<file path="src/rtl/control_unit_mc_pkg.sv">
// Shared encodings for the multi-cycle main decoder: opcodes, ALU op codes, FSM states.
package control_unit_mc_pkg;

    localparam logic [6:0] OP_ALU_R = 7'b0110011;
    localparam logic [6:0] OP_ALU_I = 7'b0010011;
    localparam logic [6:0] OP_BEQ   = 7'b1100011;
    localparam logic [6:0] OP_JAL   = 7'b1101111;
    localparam logic [6:0] OP_LOAD  = 7'b0000011;
    localparam logic [6:0] OP_STORE = 7'b0100011;

    localparam logic [6:0] F7_MULDIV = 7'b0000001;

    localparam logic [2:0] ALU_ADD    = 3'b000;
    localparam logic [2:0] ALU_SUB    = 3'b001;
    localparam logic [2:0] ALU_R_TYPE = 3'b010;
    localparam logic [2:0] ALU_MUL    = 3'b011;

    typedef enum logic [1:0] {
        ST_DECODE   = 2'd0,
        ST_MUL_WAIT = 2'd1,
        ST_MUL_WB   = 2'd2
    } state_t;

    function automatic logic is_mul(input logic [6:0] op, input logic [6:0] f7);
        return (op == OP_ALU_R) && (f7 == F7_MULDIV);
    endfunction

endpackage

</file>
<file path="src/rtl/cu_mul_timer.sv">
// Loadable down-counter timing the fixed multiplier latency; 'last' marks the final wait cycle.
module cu_mul_timer #(
    parameter int MUL_CYCLES = 4,
    localparam int CW = $clog2(MUL_CYCLES + 1)
) (
    input  logic clk,
    input  logic arst_n,
    input  logic load,
    input  logic en,
    output logic last
);

    logic [CW-1:0] cnt;

    always_ff @(posedge clk or negedge arst_n) begin
        if (!arst_n) begin
            cnt <= '0;
        end else if (load) begin
            cnt <= CW'(MUL_CYCLES);
        end else if (en && (cnt != '0)) begin
            cnt <= cnt - 1'b1;
        end
    end

    assign last = (cnt == CW'(1));

endmodule

</file>
<file path="src/rtl/control_unit_mc.sv">
// Main decoder with stall-based sequencing of multi-cycle MUL ops (DECODE -> MUL_WAIT -> MUL_WB).
module control_unit_mc
    import control_unit_mc_pkg::*;
#(
    parameter int MUL_CYCLES = 4,
    parameter bit USE_DONE   = 1'b0,
    parameter int ALU_OP_W   = 3
) (
    input  logic                clk,
    input  logic                arst_n,
    input  logic                instr_valid,
    input  logic [6:0]          opcode,
    input  logic [2:0]          funct3,
    input  logic [6:0]          funct7,
    input  logic                flush,
    input  logic                mul_done,
    output logic [ALU_OP_W-1:0] alu_op,
    output logic                alu_src,
    output logic                mem_2_reg,
    output logic                mem_read,
    output logic                mem_write,
    output logic                branch,
    output logic                jump,
    output logic                reg_write,
    output logic                mul_start,
    output logic                stall,
    output logic [2:0]          mul_op
);

    state_t state, state_nxt;
    logic   launch;
    logic   timer_last;
    logic   wait_over;

    assign launch    = (state == ST_DECODE) && instr_valid && !flush && is_mul(opcode, funct7);
    assign wait_over = USE_DONE ? mul_done : timer_last;

    cu_mul_timer #(.MUL_CYCLES(MUL_CYCLES)) u_timer (
        .clk    (clk),
        .arst_n (arst_n),
        .load   (launch),
        .en     ((state == ST_MUL_WAIT) && !USE_DONE),
        .last   (timer_last)
    );

    always_ff @(posedge clk or negedge arst_n) begin
        if (!arst_n) begin
            state  <= ST_DECODE;
            mul_op <= 3'b000;
        end else begin
            state <= state_nxt;
            if (launch) begin
                mul_op <= funct3;
            end
        end
    end

    // flush wins over mul_done / counter expiry so a killed MUL never writes back
    always_comb begin
        state_nxt = state;
        case (state)
            ST_DECODE:   if (launch) state_nxt = ST_MUL_WAIT;
            ST_MUL_WAIT: begin
                if (flush)          state_nxt = ST_DECODE;
                else if (wait_over) state_nxt = ST_MUL_WB;
            end
            ST_MUL_WB:   state_nxt = ST_DECODE;
            default:     state_nxt = ST_DECODE;
        endcase
    end

    always_comb begin
        alu_op    = '0;
        alu_src   = 1'b0;
        mem_2_reg = 1'b0;
        mem_read  = 1'b0;
        mem_write = 1'b0;
        branch    = 1'b0;
        jump      = 1'b0;
        reg_write = 1'b0;
        mul_start = 1'b0;
        stall     = 1'b0;
        if (arst_n) begin
            case (state)
                ST_DECODE: begin
                    if (launch) begin
                        alu_op    = ALU_OP_W'(ALU_MUL);
                        mul_start = 1'b1;
                        stall     = 1'b1;
                    end else if (instr_valid && !flush) begin
                        case (opcode)
                            OP_ALU_R: begin
                                alu_op    = ALU_OP_W'(ALU_R_TYPE);
                                reg_write = 1'b1;
                            end
                            OP_ALU_I: begin
                                alu_op    = ALU_OP_W'(ALU_ADD);
                                alu_src   = 1'b1;
                                reg_write = 1'b1;
                            end
                            OP_BEQ: begin
                                alu_op = ALU_OP_W'(ALU_SUB);
                                branch = 1'b1;
                            end
                            OP_JAL: begin
                                jump      = 1'b1;
                                reg_write = 1'b1;
                            end
                            OP_LOAD: begin
                                alu_op    = ALU_OP_W'(ALU_ADD);
                                alu_src   = 1'b1;
                                mem_read  = 1'b1;
                                mem_2_reg = 1'b1;
                                reg_write = 1'b1;
                            end
                            OP_STORE: begin
                                alu_op    = ALU_OP_W'(ALU_ADD);
                                alu_src   = 1'b1;
                                mem_write = 1'b1;
                            end
                            default: ;
                        endcase
                    end
                end
                ST_MUL_WAIT: begin
                    alu_op = ALU_OP_W'(ALU_MUL);
                    stall  = 1'b1;
                end
                ST_MUL_WB: begin
                    alu_op    = ALU_OP_W'(ALU_MUL);
                    reg_write = !flush;
                end
                default: ;
            endcase
        end
    end

endmodule

</file>
<file path="config.mk">
export PLATFORM = sky130hd
export DESIGN_NAME = control_unit_mc
export DESIGN_NICKNAME = d
export VERILOG_FILES = /design/src/rtl/control_unit_mc_pkg.sv /design/src/rtl/cu_mul_timer.sv /design/src/rtl/control_unit_mc.sv
export SDC_FILE = /design/constraint.sdc
export NUM_CORES = 1
export LEC_CHECK = 0
export ABC_AREA = 1
export ABC_CLOCK_PERIOD_IN_PS = 2000
export CAP_MARGIN = 10
export CORE_MARGIN = 2
export CORE_UTILIZATION = 40
export CTS_CLUSTER_DIAMETER = 100
export CTS_CLUSTER_SIZE = 16
export DETAILED_ROUTE_END_ITERATION = 10
export PLACE_DENSITY = 0.9
export REMOVE_ABC_BUFFERS = 1
export SYNTH_ARGS = -nofsm -noshare
export SYNTH_HDL_FRONTEND = slang
export SYNTH_SLANG_ARGS = --single-unit
</file>
<file path="constraint.sdc">
create_clock -name clk -period 2 [get_ports clk]
set_clock_uncertainty 0.15 [all_clocks]
set_input_delay 0.3 -clock clk [delete_from_list [all_inputs] [get_ports clk]]
set_output_delay 0.3 -clock clk [all_outputs]
set_load 0.05 [all_outputs]
</file>
==> Word-level counts from Yosys, hierarchy flattened <==
Index checks and enable logic that the tools add are counted.
{ "op_classes": {"add_sub_neg": 1, "n_reduce_logical": 14, "n_mux": 46, "n_eq_ne": 12} }
{ "op_table": {"columns": ["op", "n"], "rows": [
  ["$mux W1", 33],
  ["$eq A7 B6 Y1 const B", 2],
  ["$eq A7 B7 Y1 const B", 2],
  ["$pmux W2 S2", 3],
  ["$mux W2", 5],
  ["$mux W3", 3],
  ["$eq A7 B1 Y1 const B", 1],
  ["$eq A7 B2 Y1 const B", 1],
  ["$eq A7 B5 Y1 const B", 1],
  ["$logic_and A1 B1 Y1", 6],
  ["$pmux W1 S2", 2],
  ["$reduce_or A4 Y1", 1],
  ["$eq A3 B1 Y1 const B", 1],
  ["$ne A3 B3 Y1 const B", 1],
  ["$reduce_bool A3 Y1", 1],
  ["$reduce_or A3 Y1", 1],
  ["$sub A3 B1 Y3 const B", 1],
  ["$eq A2 B1 Y1 const B", 1],
  ["$eq A2 B2 Y1 const B", 1],
  ["$logic_not A2 Y1", 1],
  ["$ne A2 B2 Y1 const B", 1],
  ["$reduce_and A2 Y1", 1],
  ["$reduce_bool A2 Y1", 1],
  ["$reduce_or A2 Y1", 1],
  ["$logic_not A1 Y1", 1]
]} }
{ "word_totals": {"ff_bits": 8, "elab_cells": 76, "inputBits": 22} }

==> Depth between registers and ports, before layout <==
Gate-level depths: netlist of run 1.
{ "depth": {"ltp_word": 7, "depth_mapped": 11} }

==> Hierarchy <==
Synthesis of run 1 repeated with hierarchy kept, for this count alone.
{ "unflattened": {"cells_unflattened": 118, "area_unflattened_um2": 783.3} }
{ "by_module_without_submodules": {"columns": ["module", "instances", "cells_per_inst", "area_each_um2"], "rows": [
  ["control_unit_mc", 1, 92, 580.6],
  ["cu_mul_timer", 1, 26, 202.7]
]} }

==> Least setup slack after synthesis of run 1 <==
OpenSTA, ideal clock, no wires.
{ "synth_path": {"kind": "flip-flop to output port", "startpoint": "register state[0]", "endpoint": "output mem_write", "required_ps": 1550, "path_buffers": 1, "setup_slack_ps": -694, "t_arrival_ps": 2244, "path_stages_with_launch": 11, "cell_sequence": "dfrtp_1 -> inv_1 -> ha_1 -> inv_1 -> nor2_1 -> nand2_1 -> nor2_2 -> nand2_2 -> buf_6 -> nand4_2 -> nor3_1"} }
{ "synth_between": {"elab_chain_cells": 7} }
{ "synth_rtl": {"columns": ["item", "line", "text"], "rows": [
  ["from (decl)", "control_unit_mc.sv:30", "state_t state, state_nxt;"],
  ["from (signal assigned)", "control_unit_mc.sv:51", "state <= state_nxt;"],
  ["$logic_not A2 Y1 *", "control_unit_mc.sv:35, control_unit_mc.sv:84", null],
  ["$logic_and A1 B1 Y1 (3 in a row)", "control_unit_mc.sv:35", "assign launch = (state == ST_DECODE) && instr_valid && !flush && is_mul(opcode, funct7);"],
  ["$mux W1", "control_unit_mc.sv:86", "if (launch) begin"],
  ["$mux W1 *", "control_unit_mc.sv:84", "case (state)"],
  ["$mux W1 *", "control_unit_mc.sv:83", "if (arst_n) begin"],
  ["to (decl)", "control_unit_mc.sv:21", "output logic mem_write,"]
]} }
Every way passes the cells marked *; elsewhere a longest branch is shown, timed or not.

==> Worst setup path in the final report of run 1 <==
{ "layout_path": {"startpoint": "input opcode[6]", "endpoint": "output reg_write"} }
{ "layout_between": {"elab_chain_cells": 7, "word_cells_on_any_way": 12, "classes_between": "eq/ne (4); mux (5); reduce/logical (3)"} }
{ "layout_rtl": {"columns": ["item", "line", "text"], "rows": [
  ["from (decl)", "control_unit_mc.sv:12", "input logic [6:0] opcode,"],
  ["$eq A7 B6 Y1, or another cell as far along", "control_unit_mc_pkg.sv:25, control_unit_mc.sv:91", null],
  ["$reduce_or A4 Y1 (no line)", null, null],
  ["$mux W1", "control_unit_mc.sv:91", "case (opcode)"],
  ["$mux W1", "control_unit_mc.sv:90", "end else if (instr_valid && !flush) begin"],
  ["$mux W1 *", "control_unit_mc.sv:86", null],
  ["$pmux W1 S2 *", "control_unit_mc.sv:84", null],
  ["$mux W1 *", "control_unit_mc.sv:83", null],
  ["to (decl)", "control_unit_mc.sv:24", "output logic reg_write,"]
]} }
Marks and branches as above.

==> impl_metrics.py, run 1 <==
metrics = {
    "final_layout": {
        "area_growth_pct": 109,
        "stdcell_count": 201,
        "ff_latch_area_um2": 200,
        "final.fill_count": 71,
        "drive_above_1_share_pct": 40.9,
        "final_nets": 208,
        "num_antenna_cells": 0,
        "final_core_util_pct": 90.1,
        "multi_input_area_um2": 621,
        "fin_area_mm2": 0.00159,
    },
    "global_route": {
        "grtUsageTotal_pct": 34.6,
        "antenna_found_initial": 0,
        "grt_pass1_wl_um": 5130,
        "grt.overflow.total": 0,
        "grt_max_degree": 9,
        "grt_pass1_vias": 1078,
    },
    "route": {
        "drt-total-wl_um": 3730,
        "drc": 0,
        "drtAntennaViolNets": 0,
        "drt_iter0_drc": 50,
        "wire_per_inst_um": 18.6,
        "drt-pass1-iter-count": 4,
        "via_per_inst": 5.33,
        "via_count": 1072,
    },
    "worst_setup_path": {
        "end_kind": "output pin",
        "r2r_end": "u_timer.cnt[0]",
        "crit_path_end": "reg_write",
        "cp-start-kind": "input pin",
        "crit_start": "opcode[6]",
        "worstPathArrival_ps": 1890,
        "worstSetupPathType": "input pin to output pin",
        "worstPathRequired_ps": 1550,
        "r2r_slack_ps": 100,
        "r2r_start": "state[1]",
        "worst-path-max-fanout": 5,
        "reg2regPathDepth": 8,
    },
    "pwr": {
        "power_frac_clock_pct": 10.3,
        "powerDensity_mw_per_mm2": 826,
        "leakagePower_uw": 0.000768,
        "power_frac_comb_pct": 71.1,
        "seq_power_share_pct": 18.6,
        "switching_share_pct": 47.8,
        "ir_drop_uv": 746,
        "p_int_uw": 687,
        "switchingPower_uw": 627,
        "total_power_uw": 1310,
    },
    "logic_synthesis": {
        "ys.flop_type": "dfrtp_1",
        "yosysSeqAreaShare_pct": 26.4,
        "synth_edf_count": 0,
        "synth_top_area_share_pct": 26.4,
        "postSynthCellCount": 118,
        "yosys.area.top_type": "dfrtp_1",
        "ys_seq_elements": 8,
        "synth.distinct_cells": 21,
        "synthArstFlopShare_pct": 100,
        "syn-cell-area_um2": 759,
        "yosys-top-cells-area": "dfrtp_1 26%, nand2_1 14%, ha_1 13%",
        "yosys-top-cells-count": "29 x nand2_1, 23 x nor2_1, 22 x inv_1",
        "yosysMostFrequentCell": "nand2_1",
        "avgSynthCellArea_um2": 6.44,
        "synth_warnings": 0,
    },
    "sta": {
        "max_freq_ghz": 0.427,
        "slew_headroom_pct": 65.3,
        "setup_violations": 11,
        "setup_ws_ps": -340,
        "min_period_ps": 2340,
        "rsz0062_at_grt": "true",
        "tightest_slew_ps": 518,
        "finalHoldViolCount": 0,
        "fin_crit_sh_pct": 117,
        "drv_slew": 0,
    },
    "clock_tree": {
        "clk_path_buf_depth": 2,
        "h-tree-depth": 1,
        "clk_latency_ps": 280,
        "cts.sinks": 8,
        "hold_buffers": 0,
        "cts_inserted_buffers": 3,
        "cts-root-buf": "clkbuf_4",
        "cts_tree": "built",
        "clk_pin_slew_ps": 60,
    },
    "floorplan": {
        "die-area_mm2": 0.00226,
        "start_util_pct": 43.0,
        "die_h_um": 47.6,
        "rows": 15,
        "io_pins": 37,
        "core-area_mm2": 0.00176,
        "die_w_um": 47.6,
    },
    "placement": {
        "place_hpwl_um": 2210,
        "gp_congestion": 0.809,
        "port-buffer-count": 34,
        "placedInstanceArea_mm2": 0.00137,
        "placed_cells": 195,
    },
    "outcome": {
        "status": "finished with violations",
        "violations": "setup timing",
    },
    "run": {
        "cap_violations": 0,
    },
    "hold_path": {
        "hold_path_class": "input pin to async pin",
    },
}
-- cell families (layout without fill, tap and decap cells) --
family / Yosys count / count (layout) / share of synthesized area (%)
AOI/OAI and AO/OA: 8 / 8 / 6.59
xor gates and xnor gates: 1 / 1 / 1.15
adders and majority gates: 8 / 8 / 13.2
buffers and inverters: 25 / 83 / 14.3
DFF: 8 / 8 / 26.4
other: 1 / 1 / 0.494
and+or+nand+nor: 67 / 67 / 37.9
-- cell usage in the layout (no fill, tap or decap), drive strengths merged --
master,n
buf,35
nand4,3
nand2,31
o21ai,3
dlymetal6s2s,1
nor2,26
clkdlybuf4s50,16
inv,22
clkbuf,3
dlygate4sd2,6
nand3,4
o21a,1
nor3,2
xor2,1
dfrtp,8
ha,8
or2,1
a21oi,4
conb,1
-- critical path, cell delays in order --
cell and delay [ps]:
clkdlybuf4s50_1 420, inv_2 150, nand2_1 120, nor2_1 150, nand2_2 110, nand3_1 100, nand2_1 50, nor2_1 90
nor2_1 70, nor2_2 170, buf_12 160
-- worst min path at each step --
stage	slack (ps)	from	end	cells past startpoint
6_report	320	arst_n	u_timer.cnt[1]	2
3_5_place_dp	320	mul_op[2]	mul_op[2]	2
2_1_floorplan	-150	arst_n	mul_op[0]	0
3_3_place_gp	310	mul_op[0]	mul_op[0]	2
5_1_grt	340	arst_n	u_timer.cnt[0]	2
4_1_cts	310	arst_n	u_timer.cnt[1]	2
-- area by class of cell --
cell class	count	area share, %
Inverter	22	5.19
Clock buffer	3	1.42
Timing Repair Buffer	58	39.8
Tap cell	25	1.97
Multi-Input combinational cell	85	39.0
Sequential cell	8	12.6
-- power by group through the flow --
| stage | combinational [uW] | clock [uW] | sequential (uW) |
|---|---|---|---|
| 2_1_floorplan | 386 | 0 | 243 |
| 3_3_place_gp | 681 | 0 | 238 |
| 3_5_place_dp | 736 | 0 | 243 |
| 4_1_cts | 851 | 130 | 243 |
| 5_1_grt | 1010 | 144 | 247 |
| 6_report | 934 | 136 | 244 |
-- repair_timing --
action	4_1_cts	5_1_grt
gates resized for setup	44	8
setup buffers	2	4
pin swaps	12	10
endpoints found under the setup margin	11	11
-- stage by stage --
stage          setup TNS (ps)  setup slack (ps)  hold WS [ps]
6_report                -2060              -340           319
3_3_place_gp            -2100              -235           315
4_1_cts                 -1660              -219           312
5_1_grt                 -2910              -407           343
2_1_floorplan           -4540              -892          -146
3_5_place_dp            -3130              -339           316
-- sequential cells by signal, indices dropped and copies added, names as in the netlist --
| register | count |
|---|---|
| state | 2 |
| u_timer.cnt | 3 |
| mul_op | 3 |
-- per-layer routing --
metal / wire length (um) / GRT usage (%) / vias up
met1: 1430 / 37.8 / 524
met2: 1890 / 60.5 / 62
li1: - / - / 469
met4: 187 / 24.3 / 0
met3: 219 / 5.66 / 17
met5: 0 / 0 / -
(Power assumes the default switching activity.)
==> inputs of run 2 (changes only) <==
--- a/config.mk
+++ b/config.mk
@@ -13,8 +13,10 @@
 export CTS_CLUSTER_DIAMETER = 100
 export CTS_CLUSTER_SIZE = 16
 export DETAILED_ROUTE_END_ITERATION = 10
-export PLACE_DENSITY = 0.9
+export HOLD_SLACK_MARGIN = 0.1
+export PLACE_DENSITY_LB_ADDON = 0.2
 export REMOVE_ABC_BUFFERS = 1
 export SYNTH_ARGS = -nofsm -noshare
 export SYNTH_HDL_FRONTEND = slang
 export SYNTH_SLANG_ARGS = --single-unit
+export TNS_END_PERCENT = 10
==> run 2 against run 1 <==
The run still ends with setup timing left. Clock-buffer cell count unchanged. Register-to-register slack hardly changed. Power down 6.7%. Utilization fell by 2.6 points. Non-clock buffer count up 3. Combinational power decreased by 7.3%. Sequential power barely moved. Critical path depth rose by 1. Die area did not move. Wire length fell by 25%. Critical path type is now flop to output pin.
==> impl_metrics.py, run 2 (same netlist as run 1, synthesis figures left out) <==
metrics = {
    "sta": {
        "finalHoldViolCount": 0,
        "fin_crit_sh_pct": 112,
        "min_period_ps": 2240,
        "setup_ws_ps": -237,
        "tightest_slew_ps": 502,
        "slew_headroom_pct": 66.4,
        "rsz0062_at_grt": "true",
        "holdWs_ps": 330,
        "max_freq_ghz": 0.447,
        "setup_violations": 11,
        "drv_slew": 0,
    },
    "outcome": {
        "violations": "setup timing",
        "status": "finished with violations",
    },
    "global_route": {
        "grt_pass1_wl_um": 3770,
        "grt_pass1_vias": 943,
        "grt_max_degree": 6,
        "antenna_found_initial": 0,
        "grtUsageTotal_pct": 23.8,
        "grt.overflow.total": 0,
    },
    "worst_setup_path": {
        "worstPathArrival_ps": 1790,
        "critical_path_buf_inv_count": 3,
        "worstPathRequired_ps": 1550,
        "worstSetupPathType": "flop to output pin",
        "cp-start-kind": "flop",
        "end_kind": "output pin",
        "r2r_slack_ps": 110,
        "cp_slowest_cell": "dfrtp_1",
        "max_stage_delay_ps": 360,
        "worst-path-max-fanout": 5,
        "cp_cell_sequence": "inv_2, ha_4, inv_2, nor2_2, nand2_1, nor2_2, nand2_2, nand2_2, nor2_2, nor2_2, nor2_2, buf_12",
        "path_common_cell": "nor2_2",
        "cp_top_family": "simple AND/OR/NAND/NOR gates",
    },
    "final_layout": {
        "largest_registers": "mul_op (3), u_timer.cnt (3), state (2)",
        "final.fill_count": 102,
        "drive_above_1_share_pct": 41.3,
        "area_growth_pct": 103,
        "num_antenna_cells": 0,
        "final_common_cell": "buf_4",
        "final_nets": 211,
        "layout_common_cells": "27 x buf_4, 26 x nand2_1, 17 x inv_1, 15 x clkdlybuf4s50_1, 12 x nor2_1",
    },
    "clock_tree": {
        "clk_latency_ps": 250,
        "clk_pin_slew_ps": 40,
        "clk_path_buf_depth": 2,
        "cts-root-buf": "clkbuf_4",
        "h-tree-depth": 1,
        "cts.sinks": 8,
        "cts_tree": "built",
        "cts_inserted_buffers": 3,
    },
    "route": {
        "drc": 0,
        "wire_per_inst_um": 13.7,
        "drt-pass1-iter-count": 4,
        "drt_iter0_drc": 21,
        "drtAntennaViolNets": 0,
        "drt-total-wl_um": 2800,
        "via_count": 996,
        "via_per_inst": 4.88,
    },
    "placement": {
        "gp_congestion": 0.781,
        "place_ws_ps": -311,
        "port-buffer-count": 34,
        "place_hpwl_um": 1780,
    },
    "hold_path": {
        "hold_path_class": "flop to flop",
    },
    "floorplan": {
        "core-area_mm2": 0.00176,
        "die-area_mm2": 0.00226,
        "io_pins": 37,
        "die_h_um": 47.6,
        "start_util_pct": 43.0,
        "die_w_um": 47.6,
        "rows": 15,
    },
    "pwr": {
        "power_frac_clock_pct": 9.6,
        "p_int_uw": 667,
        "switchingPower_uw": 559,
        "leakagePower_uw": 0.000744,
        "ir_drop_uv": 760,
        "power_frac_comb_pct": 70.7,
        "powerDensity_mw_per_mm2": 794,
        "total_power_uw": 1230,
        "switching_share_pct": 45.6,
        "seq_power_share_pct": 19.7,
    },
    "run": {
        "cap_violations": 0,
    },
}
[run 2: final timing paths]
path | from | endpoint | cells after the start
worst max-delay path | state[0] | reg_write | 12
worst min-delay path | mul_op[0] | mul_op[0] | 2
worst max register to register | state[0] | mul_op[2] | 12
worst min register to register | mul_op[0] | mul_op[0] | 2
max in group asynchronous | arst_n | state[0] | 2
min in group asynchronous | arst_n | u_timer.cnt[2] | 2
[run 2: worst reg2reg max path: stages, from the launching register on]
cell and delay, ps:
dfrtp_1 380, inv_2 90, ha_4 140, inv_2 40, nor2_2 70, nand2_1 80, nor2_2 120, nand2_2 130
buf_4 190, buf_4 140, inv_1 120, nand2_1 80, nand2_1 90
[run 2: repair_timing]
action	CTS	global route
resized for setup	34	7
buffers inserted	1	2
pin swaps	5	2
setup endpoints to repair	11	11
endpoints found under the hold margin	0	0
hold buffers	0	0
[run 2: power by group through the flow]
| stage | logic, uW | registers [uW] | clock network, uW |
|---|---|---|---|
| finish | 866 | 241 | 118 |
| global route | 927 | 245 | 130 |
| CTS | 783 | 240 | 123 |
| detailed placement | 714 | 240 | 0 |
| global placement | 685 | 239 | 0 |
| floorplan | 386 | 243 | 0 |
[run 2: final cells by class]
type	instances	area (um2)	area share, %
Multi-Input combinational cell	85	564	36.5
Timing Repair Buffer	61	643	41.7
Sequential cell	8	200	13.0
Inverter	22	82.6	5.35
Tap cell	25	31.3	2.03
Clock buffer	3	22.5	1.46
[run 2: routing by layer]
metal	vias to the layer above	GRT usage [%]	routed length, um
li1	476	-	-
met1	476	24.9	1070
met2	34	44.3	1530
met3	10	9.06	106
met4	0	6.49	94
met5	-	0	0
[run 2: metrics by stage]
stage               cell area (um2)  TNS, ps  std cells  util (%)
global route                   1540    -3000        204      87.5
global placement               1400    -2330        198      79.1
detailed placement             1400    -2630        198      79.1
floorplan                       733    -4540        115         -
CTS                            1500    -1250        202      85.1
finish                         1540    -1960        204      87.5
